### config.mk
export PLATFORM = sky130hd
export DESIGN_NAME = sd_cmd_sequencer
export DESIGN_NICKNAME = d
export VERILOG_FILES = /design/src/rtl/sd_seq_pkg.sv /design/src/rtl/sd_byte_xfer.sv /design/src/rtl/sd_cmd_sequencer.sv
export SDC_FILE = /design/constraint.sdc
export NUM_CORES = 1
export LEC_CHECK = 0
export CAP_MARGIN = 25
export CORE_MARGIN = 2
export CORE_UTILIZATION = 45
export CTS_CLUSTER_SIZE = 20
export DETAILED_ROUTE_END_ITERATION = 12
export DONT_BUFFER_PORTS = 1
export GPL_TIMING_DRIVEN = 0
export HOLD_SLACK_MARGIN = 0.08
export SETUP_SLACK_MARGIN = 0.4
export SLEW_MARGIN = 0
export SYNTH_ARGS = -nofsm -noshare
export SYNTH_HDL_FRONTEND = slang
export SYNTH_SLANG_ARGS = --single-unit
### constraint.sdc
create_clock -name C100M -period 3.6 [get_ports C100M]
set_clock_uncertainty 0.15 [all_clocks]
set_input_delay 0.36 -clock C100M [delete_from_list [all_inputs] [get_ports C100M]]
set_output_delay 0.36 -clock C100M [all_outputs]
set_load 0.1 [all_outputs]
### src/rtl/sd_seq_pkg.sv
// Shared types and constants for the SD-over-SPI command sequencer.
package sd_seq_pkg;

  // Sequencer states
  typedef enum logic [3:0] {
    S_IDLE,
    S_SEL,
    S_CMD,
    S_RESP,
    S_TOKEN,
    S_DATA,
    S_CRC,
    S_TAIL,
    S_FIN
  } seq_state_t;

  // Completion status codes reported on the status port
  typedef enum logic [2:0] {
    ST_OK            = 3'd0,
    ST_R1_TIMEOUT    = 3'd1,
    ST_TOKEN_TIMEOUT = 3'd2,
    ST_ERR_TOKEN     = 3'd3,
    ST_ABORTED       = 3'd4,
    ST_R1_ERR        = 3'd5
  } seq_status_t;

  // Phases of the single-byte lock-step transfer unit
  typedef enum logic [1:0] {
    X_IDLE,
    X_TX,
    X_RX
  } xfer_state_t;

  localparam logic [7:0] FILL_BYTE     = 8'hFF;
  localparam logic [7:0] TOKEN_START   = 8'hFE;
  localparam int         CMD_FRAME_LEN = 6;

  // Byte n of the 6-byte command frame: start/tx bits + index, argument MSB first, CRC7 + end bit.
  function automatic logic [7:0] frame_byte(input logic [5:0]  idx,
                                            input logic [31:0] arg,
                                            input logic [6:0]  crc,
                                            input logic [2:0]  n);
    logic [7:0] b;
    case (n)
      3'd0:    b = {2'b01, idx};
      3'd1:    b = arg[31:24];
      3'd2:    b = arg[23:16];
      3'd3:    b = arg[15:8];
      3'd4:    b = arg[7:0];
      3'd5:    b = {crc, 1'b1};
      default: b = FILL_BYTE;
    endcase
    return b;
  endfunction

endpackage

### src/rtl/sd_byte_xfer.sv
// One-byte lock-step transfer: push a byte to the tx FIFO, then wait for exactly one rx byte.
module sd_byte_xfer
  import sd_seq_pkg::*;
(
  input  logic       clk,
  input  logic       rst,
  input  logic       go,
  input  logic [7:0] byte_in,
  output logic [7:0] tx_data,
  output logic       tx_valid,
  input  logic       tx_ready,
  input  logic [7:0] rx_data,
  input  logic       rx_valid,
  output logic       rx_ready,
  input  logic       rx_accept,
  output logic       rx_wait,
  output logic [7:0] byte_out,
  output logic       byte_done,
  output logic       pending
);

  xfer_state_t state_q, state_d;
  logic [7:0]  data_q, data_d;

  // Phase register and held tx byte
  always_ff @(posedge clk or posedge rst) begin
    if (rst) begin
      state_q <= X_IDLE;
      data_q  <= 8'h00;
    end else begin
      state_q <= state_d;
      data_q  <= data_d;
    end
  end

  // Next phase: go only starts a transfer when idle; tx byte stays stable until accepted
  always_comb begin
    state_d = state_q;
    data_d  = data_q;
    case (state_q)
      X_IDLE: begin
        if (go) begin
          data_d  = byte_in;
          state_d = X_TX;
        end
      end
      X_TX: begin
        if (tx_ready) state_d = X_RX;
      end
      X_RX: begin
        if (rx_valid && rx_accept) state_d = X_IDLE;
      end
      default: state_d = X_IDLE;
    endcase
  end

  // rx_accept lets the owner stall the rx side (sink backpressure)
  assign tx_valid  = (state_q == X_TX);
  assign tx_data   = data_q;
  assign rx_wait   = (state_q == X_RX);
  assign rx_ready  = rx_wait & rx_accept;
  assign byte_done = rx_wait & rx_valid & rx_accept;
  assign byte_out  = rx_data;
  assign pending   = (state_q != X_IDLE);

endmodule

### src/rtl/sd_cmd_sequencer.sv
// SD-over-SPI command sequencer: sends a command frame, polls R1, optionally streams one data block.
module sd_cmd_sequencer
  import sd_seq_pkg::*;
#(
  parameter int NCR_MAX   = 8,
  parameter int TOKEN_MAX = 4096,
  parameter int BLOCK_LEN = 512
) (
  input  logic        C100M,
  input  logic        reset,
  input  logic        start,
  input  logic        abort,
  input  logic [5:0]  cmd_index,
  input  logic [31:0] cmd_arg,
  input  logic [6:0]  cmd_crc,
  input  logic        read_block,
  output logic        busy,
  output logic        done,
  output logic [2:0]  status,
  output logic [7:0]  r1,
  output logic        ss,
  output logic [7:0]  tx_data,
  output logic        tx_valid,
  input  logic        tx_ready,
  input  logic [7:0]  rx_data,
  input  logic        rx_valid,
  output logic        rx_ready,
  output logic [7:0]  blk_data,
  output logic        blk_valid,
  input  logic        blk_ready
);

  localparam int BCW = $clog2(BLOCK_LEN + 1);

  seq_state_t  state_q, state_d;
  seq_status_t status_q, status_d;
  logic        busy_q, busy_d;
  logic        ss_q, ss_d;
  logic [7:0]  r1_q, r1_d;
  logic [5:0]  idx_q, idx_d;
  logic [31:0] arg_q, arg_d;
  logic [6:0]  crc_q, crc_d;
  logic        rb_q, rb_d;
  logic [15:0] poll_q, poll_d;
  logic [BCW-1:0] bcnt_q, bcnt_d;
  logic        abort_pend_q, abort_pend_d;

  logic        go;
  logic [7:0]  byte_in;
  logic        rx_accept;
  logic        rx_wait;
  logic [7:0]  rx_byte;
  logic        byte_done;
  logic        pending;
  logic        aborting;
  logic        abortable;
  logic [15:0] poll_inc;

  sd_byte_xfer u_xfer (
    .clk       (C100M),
    .rst       (reset),
    .go        (go),
    .byte_in   (byte_in),
    .tx_data   (tx_data),
    .tx_valid  (tx_valid),
    .tx_ready  (tx_ready),
    .rx_data   (rx_data),
    .rx_valid  (rx_valid),
    .rx_ready  (rx_ready),
    .rx_accept (rx_accept),
    .rx_wait   (rx_wait),
    .byte_out  (rx_byte),
    .byte_done (byte_done),
    .pending   (pending)
  );

  // An abort seen once stays pending until the in-flight byte has been drained
  assign aborting  = abort | abort_pend_q;
  assign abortable = (state_q == S_SEL)   || (state_q == S_CMD)  || (state_q == S_RESP) ||
                     (state_q == S_TOKEN) || (state_q == S_DATA) || (state_q == S_CRC);
  assign poll_inc  = (poll_q == 16'hFFFF) ? poll_q : poll_q + 16'd1;

  // In DATA the sink throttles the rx side, except when draining after abort (byte is discarded)
  assign rx_accept = (state_q != S_DATA) | aborting | blk_ready;
  assign blk_valid = (state_q == S_DATA) & rx_wait & rx_valid & ~aborting;
  assign blk_data  = (state_q == S_DATA) ? rx_data : 8'h00;

  assign busy   = busy_q;
  assign done   = (state_q == S_FIN);
  assign status = status_q;
  assign r1     = r1_q;
  assign ss     = ss_q;

  // State, captured command and counters
  always_ff @(posedge C100M or posedge reset) begin
    if (reset) begin
      state_q      <= S_IDLE;
      status_q     <= ST_OK;
      busy_q       <= 1'b0;
      ss_q         <= 1'b0;
      r1_q         <= 8'hFF;
      idx_q        <= 6'd0;
      arg_q        <= 32'd0;
      crc_q        <= 7'd0;
      rb_q         <= 1'b0;
      poll_q       <= 16'd0;
      bcnt_q       <= '0;
      abort_pend_q <= 1'b0;
    end else begin
      state_q      <= state_d;
      status_q     <= status_d;
      busy_q       <= busy_d;
      ss_q         <= ss_d;
      r1_q         <= r1_d;
      idx_q        <= idx_d;
      arg_q        <= arg_d;
      crc_q        <= crc_d;
      rb_q         <= rb_d;
      poll_q       <= poll_d;
      bcnt_q       <= bcnt_d;
      abort_pend_q <= abort_pend_d;
    end
  end

  // Sequencer next state: issue one byte at a time whenever the transfer unit is idle
  always_comb begin
    state_d      = state_q;
    status_d     = status_q;
    busy_d       = busy_q;
    ss_d         = ss_q;
    r1_d         = r1_q;
    idx_d        = idx_q;
    arg_d        = arg_q;
    crc_d        = crc_q;
    rb_d         = rb_q;
    poll_d       = poll_q;
    bcnt_d       = bcnt_q;
    abort_pend_d = abort_pend_q;
    go           = 1'b0;
    byte_in      = FILL_BYTE;

    case (state_q)
      S_IDLE: begin
        // abort is deliberately not looked at here: a same-cycle start wins
        if (start) begin
          idx_d        = cmd_index;
          arg_d        = cmd_arg;
          crc_d        = cmd_crc;
          rb_d         = read_block;
          busy_d       = 1'b1;
          ss_d         = 1'b1;
          status_d     = ST_OK;
          r1_d         = FILL_BYTE;
          abort_pend_d = 1'b0;
          state_d      = S_SEL;
        end
      end
      S_SEL: begin
        state_d = S_CMD;
      end
      S_CMD: begin
        byte_in = frame_byte(idx_q, arg_q, crc_q, bcnt_q[2:0]);
        go      = ~pending;
        if (byte_done) begin
          if (int'(bcnt_q) == CMD_FRAME_LEN - 1) state_d = S_RESP;
          else                                   bcnt_d  = bcnt_q + BCW'(1);
        end
      end
      S_RESP: begin
        go = ~pending;
        if (byte_done) begin
          poll_d = poll_inc;
          if (!rx_byte[7]) begin
            r1_d = rx_byte;
            if (!rb_q) begin
              state_d  = S_TAIL;
              status_d = ST_OK;
            end else if (rx_byte != 8'h00) begin
              state_d  = S_TAIL;
              status_d = ST_R1_ERR;
            end else begin
              state_d  = S_TOKEN;
            end
          end else if (int'(poll_inc) >= NCR_MAX) begin
            state_d  = S_TAIL;
            status_d = ST_R1_TIMEOUT;
          end
        end
      end
      S_TOKEN: begin
        go = ~pending;
        if (byte_done) begin
          poll_d = poll_inc;
          if (rx_byte == TOKEN_START) begin
            state_d = S_DATA;
          end else if (rx_byte[7:4] == 4'h0 && rx_byte != 8'h00) begin
            state_d  = S_TAIL;
            status_d = ST_ERR_TOKEN;
          end else if (int'(poll_inc) >= TOKEN_MAX) begin
            state_d  = S_TAIL;
            status_d = ST_TOKEN_TIMEOUT;
          end
        end
      end
      S_DATA: begin
        go = ~pending;
        if (byte_done) begin
          if (int'(bcnt_q) == BLOCK_LEN - 1) state_d = S_CRC;
          else                               bcnt_d  = bcnt_q + BCW'(1);
        end
      end
      S_CRC: begin
        go = ~pending;
        if (byte_done) begin
          if (int'(bcnt_q) == 1) state_d = S_TAIL;
          else                   bcnt_d  = bcnt_q + BCW'(1);
        end
      end
      S_TAIL: begin
        go = ~pending;
        if (byte_done) begin
          ss_d    = 1'b0;
          state_d = S_FIN;
        end
      end
      S_FIN: begin
        busy_d  = 1'b0;
        state_d = S_IDLE;
      end
      default: state_d = S_IDLE;
    endcase

    // Abort overrides any match this cycle: stop issuing, drain the in-flight byte, then tail out
    if (abortable && aborting) begin
      go = 1'b0;
      if (!pending || byte_done) begin
        state_d      = S_TAIL;
        status_d     = ST_ABORTED;
        abort_pend_d = 1'b0;
      end else begin
        state_d      = state_q;
        abort_pend_d = 1'b1;
      end
    end

    // Counters restart on every state change
    if (state_d != state_q) begin
      bcnt_d = '0;
      poll_d = 16'd0;
    end
  end

endmodule
* Word level (Yosys, flattened, before mapping)
Index checks and enable logic that the tools add are counted.
** Storage, ports and cells
- Word-level logic and storage cells :: 165
- Bits in registers :: 100
- Output and inout port bits :: 33
- Input bits :: 61
** Operators by class
- Order comparisons :: 2
- Muxes and demuxes :: 66
- Reduce and logical (&&, ||, !) cells :: 35
- Bitwise gates (word level) :: 11
- Add/subtract/negate cells :: 2
- Equality and inequality tests :: 35
** Operators by type and width (number)
- $mux 10 :: 7
- $mux 4 :: 17
- $mux 16 :: 4
- $pmux 8 s6 :: 1
- $mux 8 :: 5
- $mux 3 :: 12
- $pmux 4 s8 :: 1
- $pmux 10 s3 :: 1
- $ne 3x2->1 const B :: 6
- $add 16x1->16 const B :: 1
- $eq 16x16->1 const B :: 1
- $eq 4x3->1 const B :: 4
- $ge 16x13->1 const B :: 1
- $ge 16x4->1 const B :: 1
- $pmux 8 s2 :: 1
- $reduce_bool 2->1 :: 8
- $add 10x1->10 const B :: 1
- $eq 10x10->1 const B :: 1
- $eq 10x2->1 const B :: 1
- $eq 10x4->1 const B :: 1
- $mux 2 :: 5
- $ne 2x2->1 const B :: 5
- $reduce_and 2->1 :: 5
- $pmux 3 s3 :: 1
- 31 further kinds :: 60

* Logic depth before layout (Yosys ltp)
Gate-level depths: netlist of the first run.
- Depth after elaboration :: 12
- Depth in mapped cells :: 10
- Mapped depth without buffers :: 9

* Modules after synthesis
A second synthesis of the first run with hierarchy kept.
** Unflattened totals
- Cells, all modules :: 576
- Area total of the unflattened synthesis :: 5641.7 um^2
** By module, submodules not included
- sd_cmd_sequencer :: area an instance 5162.5 um^2, cells each 539, instances 1
- sd_byte_xfer :: area an instance 479.2 um^2, cells each 37, instances 1

* Worst setup path after synthesis of the first run
No wires, ideal clock.
- Kind :: reg-to-output
- Start :: register state_q[2]
- End :: output port rx_ready
- Data required time :: 3090 ps
- Arrival :: 2407 ps
- Path slack :: 683 ps
- Cell stages (with the launch flop) :: 5
- Path through :: dfrtp_1 and4bb_2 buf_2 clkbuf_1 a21oi_1
** On the way
- Word-level cells in the longest chain between the ends :: 4
** RTL lines
- start: declaration :: RTL line sd_cmd_sequencer.sv:35 : seq_state_t state_q, state_d;
- start signal: assignment :: RTL line sd_cmd_sequencer.sv:110 : state_q <= state_d;
- $ne 4x3->1 :: RTL line sd_cmd_sequencer.sv:84 : assign rx_accept = (state_q != S_DATA) | aborting | blk_ready;
- $or 1x1->1 (2 in a row) :: RTL line sd_cmd_sequencer.sv:84
- $and 1x1->1 :: RTL line sd_byte_xfer.sv:61 : assign rx_ready = rx_wait & rx_accept;
- end: declaration :: RTL line sd_cmd_sequencer.sv:27 : output logic rx_ready,
No other way between the ends.

* Worst setup path after layout of the first run
- Start :: register state_q[1]
- End :: output port blk_valid
** On the way
- Word-level cells in the longest chain between the ends :: 4
** RTL lines
- $eq 4x3->1 :: RTL line sd_cmd_sequencer.sv:85 : assign blk_valid = (state_q == S_DATA) & rx_wait & rx_valid & ~aborting;
- $and 1x1->1 (3 in a row) :: RTL line sd_cmd_sequencer.sv:85
- end: declaration :: RTL line sd_cmd_sequencer.sv:29 : output logic blk_valid,
No other way between the ends.

==> impl_metrics.py, run 1 <==
metrics = {
    "yosys": {
        "yosysSeqAreaShare": 0.461,
        "syn_area_um2": 5450,
        "synth_cells": 650,
        "yosysTopAreaCell": "dfrtp_1",
        "ys_ff_latch": 100,
        "ys.flop_type": "dfrtp_1",
        "syn_nets": 717,
        "synth_edf_count": 0,
        "synth_top_area_share": 0.423,
        "ys.warnings.count": 0,
        "synth-async-reset-ratio": 1.00,
        "synth_area_leaders": "dfrtp_1 (42%), nand2_1 (13%), nor2_1 (4.2%)",
        "synth_area_per_cell_um2": 8.38,
        "yosysUniqueCellTypes": 73,
    },
    "floorplan": {
        "initial_core_util": 0.457,
        "die-width_um": 114,
        "die_h_um": 114,
        "io_pins": 94,
        "die_area_um2": 13000,
        "coreArea_um2": 11900,
        "row_count": 40,
    },
    "finish": {
        "finalNetCount": 786,
        "drive_gt1_frac": 0.0858,
        "syn2layout_area_growth_pct": 20.4,
        "postLayoutCoreUtil": 0.551,
        "diodes": 0,
    },
    "setup_path": {
        "slowest_delay_ns": 0.88,
        "path_delay_family": "simple AND/OR/NAND/NOR gates",
        "r2r_end": "poll_q[14]",
        "r2r_start": "state_q[3]",
        "critPathBufInv": 2,
        "reg2reg_slack_ns": 0.59,
        "crit_slowest_cell": "and3_1",
        "cp-end-kind": "primary output",
        "ff2ff_path_depth": 8,
        "worst_setup_path_start_kind": "flop",
        "path_cells": "and4bb_2 > buf_2 > clkbuf_1 > and3_1",
        "critPathRequiredTime_ns": 3.09,
        "worstPathArrival_ns": 2.55,
        "critPathMaxFanout": 10,
        "crit_type": "flop to primary output",
    },
    "placement": {
        "post-place-ws_ns": 0.274,
        "dp_hpwl_um": 10400,
        "io_buffers": 0,
        "place_congestion": 0.947,
    },
    "sta": {
        "setup_violations": 0,
        "rsz0062_at_grt": "false",
        "fin_ws_ns": 0.536,
        "post-route-min-period_ns": 3.06,
        "fin_crit_sh": 0.851,
        "fin_setup_tns_ns": 0,
        "fmax_mhz": 326,
        "finalHoldViolations": 0,
        "maxSlewHeadroom": 0.326,
        "drv_slew": 0,
        "worst_slew_pin_slew_ns": 1.01,
    },
    "clock_tree": {
        "clock_sinks": 100,
        "htree_levels": 3,
        "clockBufferDepth": 2,
        "clkTransAtPathRegs_ns": 0.07,
        "cts_tree": "built",
        "cts_made_buffers": 9,
        "root_buffer": "clkbuf_16",
        "clkLatencyLatePin_ns": 0.36,
    },
    "drt": {
        "post-route-drc-count": 0,
        "drt-initial-drc-count": 317,
        "drt_pre_antenna_iters": 5,
        "antenna_left": 0,
        "dr_total_vias": 4991,
        "routed-wl-met3_um": 889,
        "routed_wl_um": 14700,
        "via_per_inst": 5.74,
        "top_layer_used": "met4",
        "wl_met1_um": 6110,
        "wire_per_inst_um": 17.0,
        "wl_met2_um": 7370,
    },
    "global_route": {
        "track_usage": 0.242,
        "grt_first_pass_wirelength_um": 24800,
        "grt_max_degree": 59,
        "grt_overflow": 0,
        "antenna_found_initial": 0,
        "grt_pass1_vias": 5038,
    },
    "power": {
        "ir_drop_v": 0.000385,
        "p_per_area_nw_per_um2": 735,
        "p_sw_w": 0.00238,
        "pwr-share-comb": 0.304,
        "p_total_w": 0.00482,
        "power.leakage_nw": 3.01,
        "swShare": 0.493,
        "power_frac_seq": 0.501,
        "intPower_w": 0.00244,
        "clkPwrFrac": 0.195,
    },
    "worst_hold_path": {
        "hp-start": "start",
        "hold_depth": 3,
        "whs_endpoint": "abort_pend_q",
        "hold_path.class": "input port to flop",
    },
    "status": {
        "status": "complete, no violations",
    },
    "run": {
        "max_cap_violations": 0,
    },
}
layer usage:
| layer | global-route usage | up-vias |
|---|---|---|
| met3 | 0.0590 | 30 |
| met1 | 0.296 | 2388 |
| met2 | 0.412 | 187 |
| met4 | 0.0951 | 0 |
| li1 | - | 2386 |
| met5 | 0 | - |
flip-flops by register name, summed over array words and instances, names as in the netlist, 3 cells and up:
signal and cells:
state_q 4, idx_q 6, bcnt_q 10, arg_q 32, status 3, crc_q 7
poll_q 16, r1 8, u_xfer.tx_data 8
layout by cell type, fill, tap and decap left out, drive strengths merged, types with 4 or more instances in the layout:
master | netlist | routed
clkbuf | 24 | 34
nand2 | 193 | 193
nor3b | 7 | 7
dfrtp | 92 | 92
nand2b | 4 | 4
a221oi | 11 | 11
nor4 | 12 | 12
inv | 13 | 16
or4 | 4 | 4
buf | 13 | 16
a31oi | 4 | 4
ha | 6 | 6
o21ai | 36 | 36
xor2 | 14 | 14
or3 | 4 | 4
nor2 | 61 | 61
nand4 | 11 | 11
mux2 | 4 | 4
a21oi | 13 | 13
a22oi | 4 | 4
dfstp | 8 | 8
xnor2 | 7 | 7
nand3 | 16 | 16
nor3 | 20 | 20
dlygate4sd3 | 0 | 55
and3 | 6 | 6
and2 | 9 | 9
through the flow:
step,hold slack [ns],cell area [µm²],instances
after floorplan,0.290,5450,650
after global placement,0.305,5630,797
after detailed placement,0.183,5680,799
after CTS,0.0825,6530,869
after global routing,0.0986,6560,870
final,0.0942,6560,870
synthesized netlist by cell type, drive strengths merged (8+ instances only):
library cell	number
nor4	12
nand2	193
a221oi	11
inv	13
a21oi	13
nand3	16
buf	13
nand4	11
dfrtp	92
o21ai	36
clkbuf	24
nor2	61
xor2	14
dfstp	8
nor3	20
and2	9
worst max path at each step:
stage	start	endpoint	cells after the start
floorplan	reset	abort_pend_q	1
global placement	reset	arg_q[5]	1
detailed placement	abort_pend_q	bcnt_q[6]	8
CTS	abort_pend_q	bcnt_q[6]	8
global route	bcnt_q[2]	u_xfer.tx_data[0]	8
finish	state_q[1]	blk_valid	4
layout make-up:
cell class              instances  area [µm²]
inverters                      14        55.1
plain buffers                  37         179
well taps                     147         184
clock buffers                  10         239
fillers                      1101        5350
repair buffers                 58         601
clock inverters                 5        45.0
multi-input cells             499        2750
flip-flops and latches        100        2510
worst min-delay path: stages:
cell and delay, ns:
nor4_1 0.02, o21ai_0 0.13, nand2_1 0.06
timing repair:
action,in CTS,in global routing
gates resized for setup,2,7
pin swaps,0,2
cloned,0,0
endpoints found under the setup margin,21,21
hold endpoints to repair,90,0
hold buffers,55,0
setup buffers,0,1
cells by family after synthesis:
kind of cell               after synthesis  share of synthesized area
AOI/OAI and AO/OA                      100                      0.128
adders and majority gates                6                     0.0138
and+or+nand+nor                        365                      0.308
xor gates and xnor gates                21                     0.0338
buffers and inverters                   51                     0.0413
muxes                                    7                     0.0138
DFF                                    100                      0.461
power by group through the flow:
stage	clock [W]	sequential (W)	combinational, W
5_1_grt	0.00101	0.00245	0.00164
2_1_floorplan	0	0.00236	0.00109
3_5_place_dp	0	0.00244	0.00138
4_1_cts	0.000964	0.00242	0.00145
6_report	0.000941	0.00242	0.00146
3_3_place_gp	0	0.00243	0.00134
Note: power is estimated with default switching activity, not from simulation.
==> run 2: changes to the inputs <==
- MAX_ROUTING_LAYER: default -> met4
- SLEW_MARGIN: 0 -> default
==> impl_metrics.py, run 2 (synthesized netlist as in run 1, its figures left out) <==
metrics = {
    "status": {
        "status": "complete, no violations",
    },
    "drt": {
        "antenna_left": 0,
        "post-route-drc-count": 0,
        "drt-initial-drc-count": 270,
        "wire_per_inst_um": 17.4,
        "via_per_inst": 5.71,
        "routed_wl_um": 15100,
        "dr_total_vias": 4964,
        "drt_pre_antenna_iters": 5,
    },
    "clock_tree": {
        "cts_tree": "built",
        "clkLatencyLatePin_ns": 0.36,
        "cts_made_buffers": 9,
        "clockBufferDepth": 2,
        "htree_levels": 3,
        "clock_sinks": 100,
        "clkTransAtPathRegs_ns": 0.07,
        "root_buffer": "clkbuf_16",
    },
    "sta": {
        "fin_setup_tns_ns": 0,
        "drv_slew": 0,
        "maxSlewHeadroom": 0.338,
        "setup_violations": 0,
        "post-route-min-period_ns": 3.03,
        "fmax_mhz": 330,
        "worst_slew_pin_slew_ns": 0.992,
        "fin_crit_sh": 0.843,
        "hold-worst-slack_ns": 0.116,
        "finalHoldViolations": 0,
        "rsz0062_at_grt": "false",
    },
    "global_route": {
        "grt_overflow": 0,
        "track_usage": 0.255,
        "antenna_found_initial": 0,
        "grt_pass1_vias": 5028,
        "grt_first_pass_wirelength_um": 25300,
        "grt_max_degree": 67,
    },
    "finish": {
        "design_area_um2": 6540,
        "finalNetCount": 785,
        "top_regs": "arg_q: 32 flops, poll_q: 16 flops, bcnt_q: 10 flops",
        "diodes": 0,
        "nFillCells": 1109,
        "multiInputGateArea_um2": 2740,
        "final_cell_mix": "nand2_1 (193), dfrtp_1 (92), nor2_1 (61)",
        "largest_reg_flops": 32,
        "syn2layout_area_growth_pct": 20.1,
        "layout.cells.non_filler": 870,
        "regArea_um2": 2510,
        "largest-register": "arg_q",
        "layout_commonest_cell": "nand2_1",
        "drive_gt1_frac": 0.0858,
    },
    "floorplan": {
        "io_pins": 94,
        "initial_core_util": 0.457,
        "die_area_um2": 13000,
        "die-width_um": 114,
        "row_count": 40,
        "die_h_um": 114,
        "coreArea_um2": 11900,
    },
    "worst_hold_path": {
        "whs_endpoint": "abort_pend_q",
        "hold_depth": 3,
        "hold_path.class": "input port to flop",
        "hp-start": "start",
    },
    "power": {
        "p_total_w": 0.00481,
        "ir_drop_v": 0.000337,
        "power.leakage_nw": 2.99,
        "p_per_area_nw_per_um2": 735,
    },
    "placement": {
        "place_area_um2": 5680,
        "dp_cells": 799,
        "place_congestion": 0.914,
        "io_buffers": 0,
        "dp_hpwl_um": 10700,
    },
    "setup_path": {
        "r2r_end": "poll_q[12]",
        "ff2ff_path_depth": 8,
        "worst_setup_path_start_kind": "flop",
        "cp-end-kind": "flop",
        "worstPathArrival_ns": 3.18,
        "slowest_delay_ns": 0.73,
        "path_cells": "ha_1 > nand3_1 > nor4_2 > o2111a_1 > nor3_1 > nor3_2 > o21bai_2 > and4bb_2",
        "reg2reg_slack_ns": 0.57,
        "critPathMaxFanout": 8,
        "crit_type": "flop to flop",
        "critPathRequiredTime_ns": 3.75,
        "r2r_start": "poll_q[0]",
        "crit_slowest_cell": "nor4_2",
    },
    "run": {
        "max_cap_violations": 0,
    },
}
## run 2: metal layers
| layer | track usage | part of all wire |
|---|---|---|
| met4 | 0.0976 | 0.027 |
| met5 | - | 0 |
| met2 | 0.412 | 0.50 |
| met1 | 0.312 | 0.44 |
| met3 | 0.0595 | 0.042 |
## run 2: critical path: cells and delay by family, from the launching register on
kind	cells	cell delay (ns)
AOI/OAI and AO/OA	2	0.51
DFF	1	0.41
and+or+nand+nor	5	1.71
adders and majority gates	1	0.20
## run 2: metrics by stage
| stage | setup WS [ns] | utilization |
|---|---|---|
| 3_3_place_gp | -0.601 | 0.473 |
| 6_report | 0.566 | 0.549 |
| 5_1_grt | 0.401 | 0.549 |
| 3_5_place_dp | 0.174 | 0.477 |
| 4_1_cts | 0.567 | 0.548 |
| 2_1_floorplan | 0.484 | - |
## run 2: final cells by class
| class | count | share of cell area |
|---|---|---|
| Timing Repair Buffer | 57 | 0.0906 |
| Multi-Input combinational cell | 499 | 0.418 |
| Clock inverter | 6 | 0.00708 |
| Inverter | 14 | 0.00899 |
| Clock buffer | 10 | 0.0365 |
| Buffer | 37 | 0.0266 |
| Sequential cell | 100 | 0.384 |
| Tap cell | 147 | 0.0281 |
## run 2: worst max path at each step
stage                         to  slack, ns  cells past startpoint          from
floorplan           abort_pend_q       0.48                      1         reset
global placement        crc_q[3]      -0.60                      1         reset
detailed placement    poll_q[13]       0.17                      8  abort_pend_q
CTS                    blk_valid       0.57                      4    state_q[1]
global route          poll_q[13]       0.40                      9    state_q[2]
finish                poll_q[12]       0.57                      8     poll_q[0]
## run 2: report_power, final
group          switching, W  leakage, nW  internal, W
Sequential         0.000973         1.29      0.00144
Combinational      0.000950         1.56     0.000495
Clock              0.000453        0.141     0.000494
## run 2: timing repair
| item | in CTS | in global routing |
|---|---|---|
| setup endpoints to repair | 22 | 21 |
| hold buffers | 55 | 0 |
| gates resized for setup | 3 | 4 |
| endpoints found under the hold margin | 84 | 0 |
| setup buffers | 0 | 0 |
==> run 3: changes to the inputs <==
- clock period: 3.6 -> 3.1 ns (I/O delays scaled with it)
==> impl_metrics.py, run 3 (synthesized netlist as in run 1, its figures left out) <==
metrics = {
    "placement": {
        "place_congestion": 0.968,
        "io_buffers": 0,
        "dp_hpwl_um": 10500,
        "post-place-ws_ns": -0.265,
        "dp_cells": 800,
    },
    "sta": {
        "fin_crit_sh": 0.887,
        "setup_violations": 0,
        "finalHoldViolations": 0,
        "rsz0062_at_grt": "true",
        "fin_setup_tns_ns": 0,
        "post-route-min-period_ns": 2.75,
        "fin_ws_ns": 0.351,
        "drv_slew": 0,
        "fmax_mhz": 364,
        "worst_slew_pin_slew_ns": 1.01,
        "maxSlewHeadroom": 0.327,
        "hold-worst-slack_ns": 0.160,
    },
    "finish": {
        "top_regs": "arg_q: 32 flops, poll_q: 16 flops, bcnt_q: 10 flops",
        "drive_gt1_frac": 0.169,
        "layout.cells.non_filler": 891,
        "nFillCells": 1087,
        "syn2layout_area_growth_pct": 28.5,
        "layout_commonest_cell": "nand2_1",
        "final_cell_mix": "nand2_1 (191), dfrtp_1 (91), dlygate4sd3_1 (57)",
        "diodes": 0,
        "largest-register": "arg_q",
        "largest_reg_flops": 32,
        "finalNetCount": 807,
    },
    "clock_tree": {
        "clockBufferDepth": 2,
        "clock_sinks": 100,
        "cts_tree": "built",
        "clkTransAtPathRegs_ns": 0.07,
        "clkLatencyLatePin_ns": 0.36,
        "root_buffer": "clkbuf_16",
        "htree_levels": 3,
        "cts_made_buffers": 9,
    },
    "drt": {
        "wire_per_inst_um": 17.7,
        "dr_total_vias": 5134,
        "drt_pre_antenna_iters": 6,
        "routed_wl_um": 15800,
        "drt-initial-drc-count": 403,
        "antenna_left": 0,
        "post-route-drc-count": 0,
        "via_per_inst": 5.76,
    },
    "setup_path": {
        "worstPathArrival_ns": 2.89,
        "worst_setup_path_start_kind": "flop",
        "slowest_delay_ns": 0.78,
        "crit_slowest_cell": "or4b_2",
        "critPathBufInv": 1,
        "crit_type": "flop to flop",
        "path_cells": "clkbuf_2 > or4b_2 > a221oi_4 > nand2_2 > nor3_1 > xnor2_1 > nand2_1 > nor2_1",
        "cp-end-kind": "flop",
        "critPathMaxFanout": 10,
        "critPathRequiredTime_ns": 3.24,
        "path_delay_family": "simple AND/OR/NAND/NOR gates",
    },
    "global_route": {
        "track_usage": 0.244,
        "antenna_found_initial": 0,
        "grt_pass1_vias": 4838,
        "grt_max_degree": 43,
        "grt_overflow": 0,
        "grt_first_pass_wirelength_um": 24300,
    },
    "floorplan": {
        "row_count": 40,
        "die-width_um": 114,
        "initial_core_util": 0.457,
        "die_area_um2": 13000,
        "io_pins": 94,
        "coreArea_um2": 11900,
        "die_h_um": 114,
    },
    "status": {
        "status": "complete, no violations",
    },
    "worst_hold_path": {
        "hold_path.class": "input port to flop",
    },
    "power": {
        "power.leakage_nw": 3.17,
        "ir_drop_v": 0.000515,
        "p_per_area_nw_per_um2": 835,
    },
    "run": {
        "max_cap_violations": 0,
    },
}
==> run 3: cell types whose count changed in the layout (fill, tap and decap cells not counted), sizes merged <==
| cell | previous run | this run |
|---|---|---|
| clkinvlp | 2 | 3 |
| clkbuf | 34 | 33 |
| clkinv | 3 | 2 |
| buf | 15 | 34 |
| o21bai | 1 | 2 |
| dlygate4sd3 | 55 | 57 |
==> run 3: area by class of cell <==
class	instances	area, µm²	area share
buffer	37	200	0.0286
clock buffer	9	225	0.0322
clock inverter	6	46.3	0.00661
inverter	14	57.6	0.00822
multi-input combinational	500	3000	0.428
sequential	100	2510	0.359
tap	147	184	0.0263
timing repair buffer	78	779	0.111
==> run 3: per-layer routing <==
| layer | vias to the layer above | share of wire | track usage |
|---|---|---|---|
| met2 | 174 | 0.46 | 0.367 |
| met5 | - | 0 | - |
| met1 | 2497 | 0.46 | 0.336 |
| met4 | 0 | 0.022 | 0.0911 |
| li1 | 2433 | - | - |
| met3 | 30 | 0.058 | 0.0377 |
==> run 3: what timing repair did <==
action                     in CTS  in global routing
hold buffers                   57                  0
hold endpoints to repair       86                  0
cloned                          0                  2
gates resized for setup        25                 70
pin swaps                       2                 15
setup buffers                   4                 13
setup endpoints to repair      60                 64
==> run 3: path summary, 6_finish.rpt <==
| path | depth (start not counted) | endpoint | startpoint | slack (ns) |
|---|---|---|---|---|
| max | 8 | poll_q[11] | state_q[3] | 0.35 |
| min | 3 | state_q[3] | rx_valid | 0.16 |
| max reg2reg | 8 | poll_q[11] | state_q[3] | 0.35 |
| min reg2reg | 2 | idx_q[1] | idx_q[1] | 0.33 |
| max in group asynchronous | 4 | crc_q[2] | reset | 1.51 |
| min in group asynchronous | 2 | status[1] | reset | 0.45 |
==> run 3: stage by stage <==
step | total power (W) | util | cell area [µm²]
6_report | 0.00585 | 0.588 | 7000
4_1_cts | 0.00562 | 0.558 | 6650
3_3_place_gp | 0.00436 | 0.473 | 5640
3_5_place_dp | 0.00442 | 0.479 | 5700
2_1_floorplan | 0.00401 | - | 5460
5_1_grt | 0.00614 | 0.588 | 7000
==> run 3: worst reg2reg max path, cell delays in order, from the launching register on <==
cell and delay [ns]:
dfrtp_1 0.40, clkbuf_2 0.22, or4b_2 0.78, a221oi_4 0.37, nand2_2 0.23, nor3_1 0.23, xnor2_1 0.15, nand2_1 0.07
nor2_1 0.08
==> run 3: power breakdown <==
part / leakage [nW] / internal (W) / switching [W]
clock network: 0.129 / 0.000547 / 0.000520
logic: 1.75 / 0.000739 / 0.00125
registers: 1.29 / 0.00167 / 0.00112
total: 3.17 / 0.00296 / 0.00289
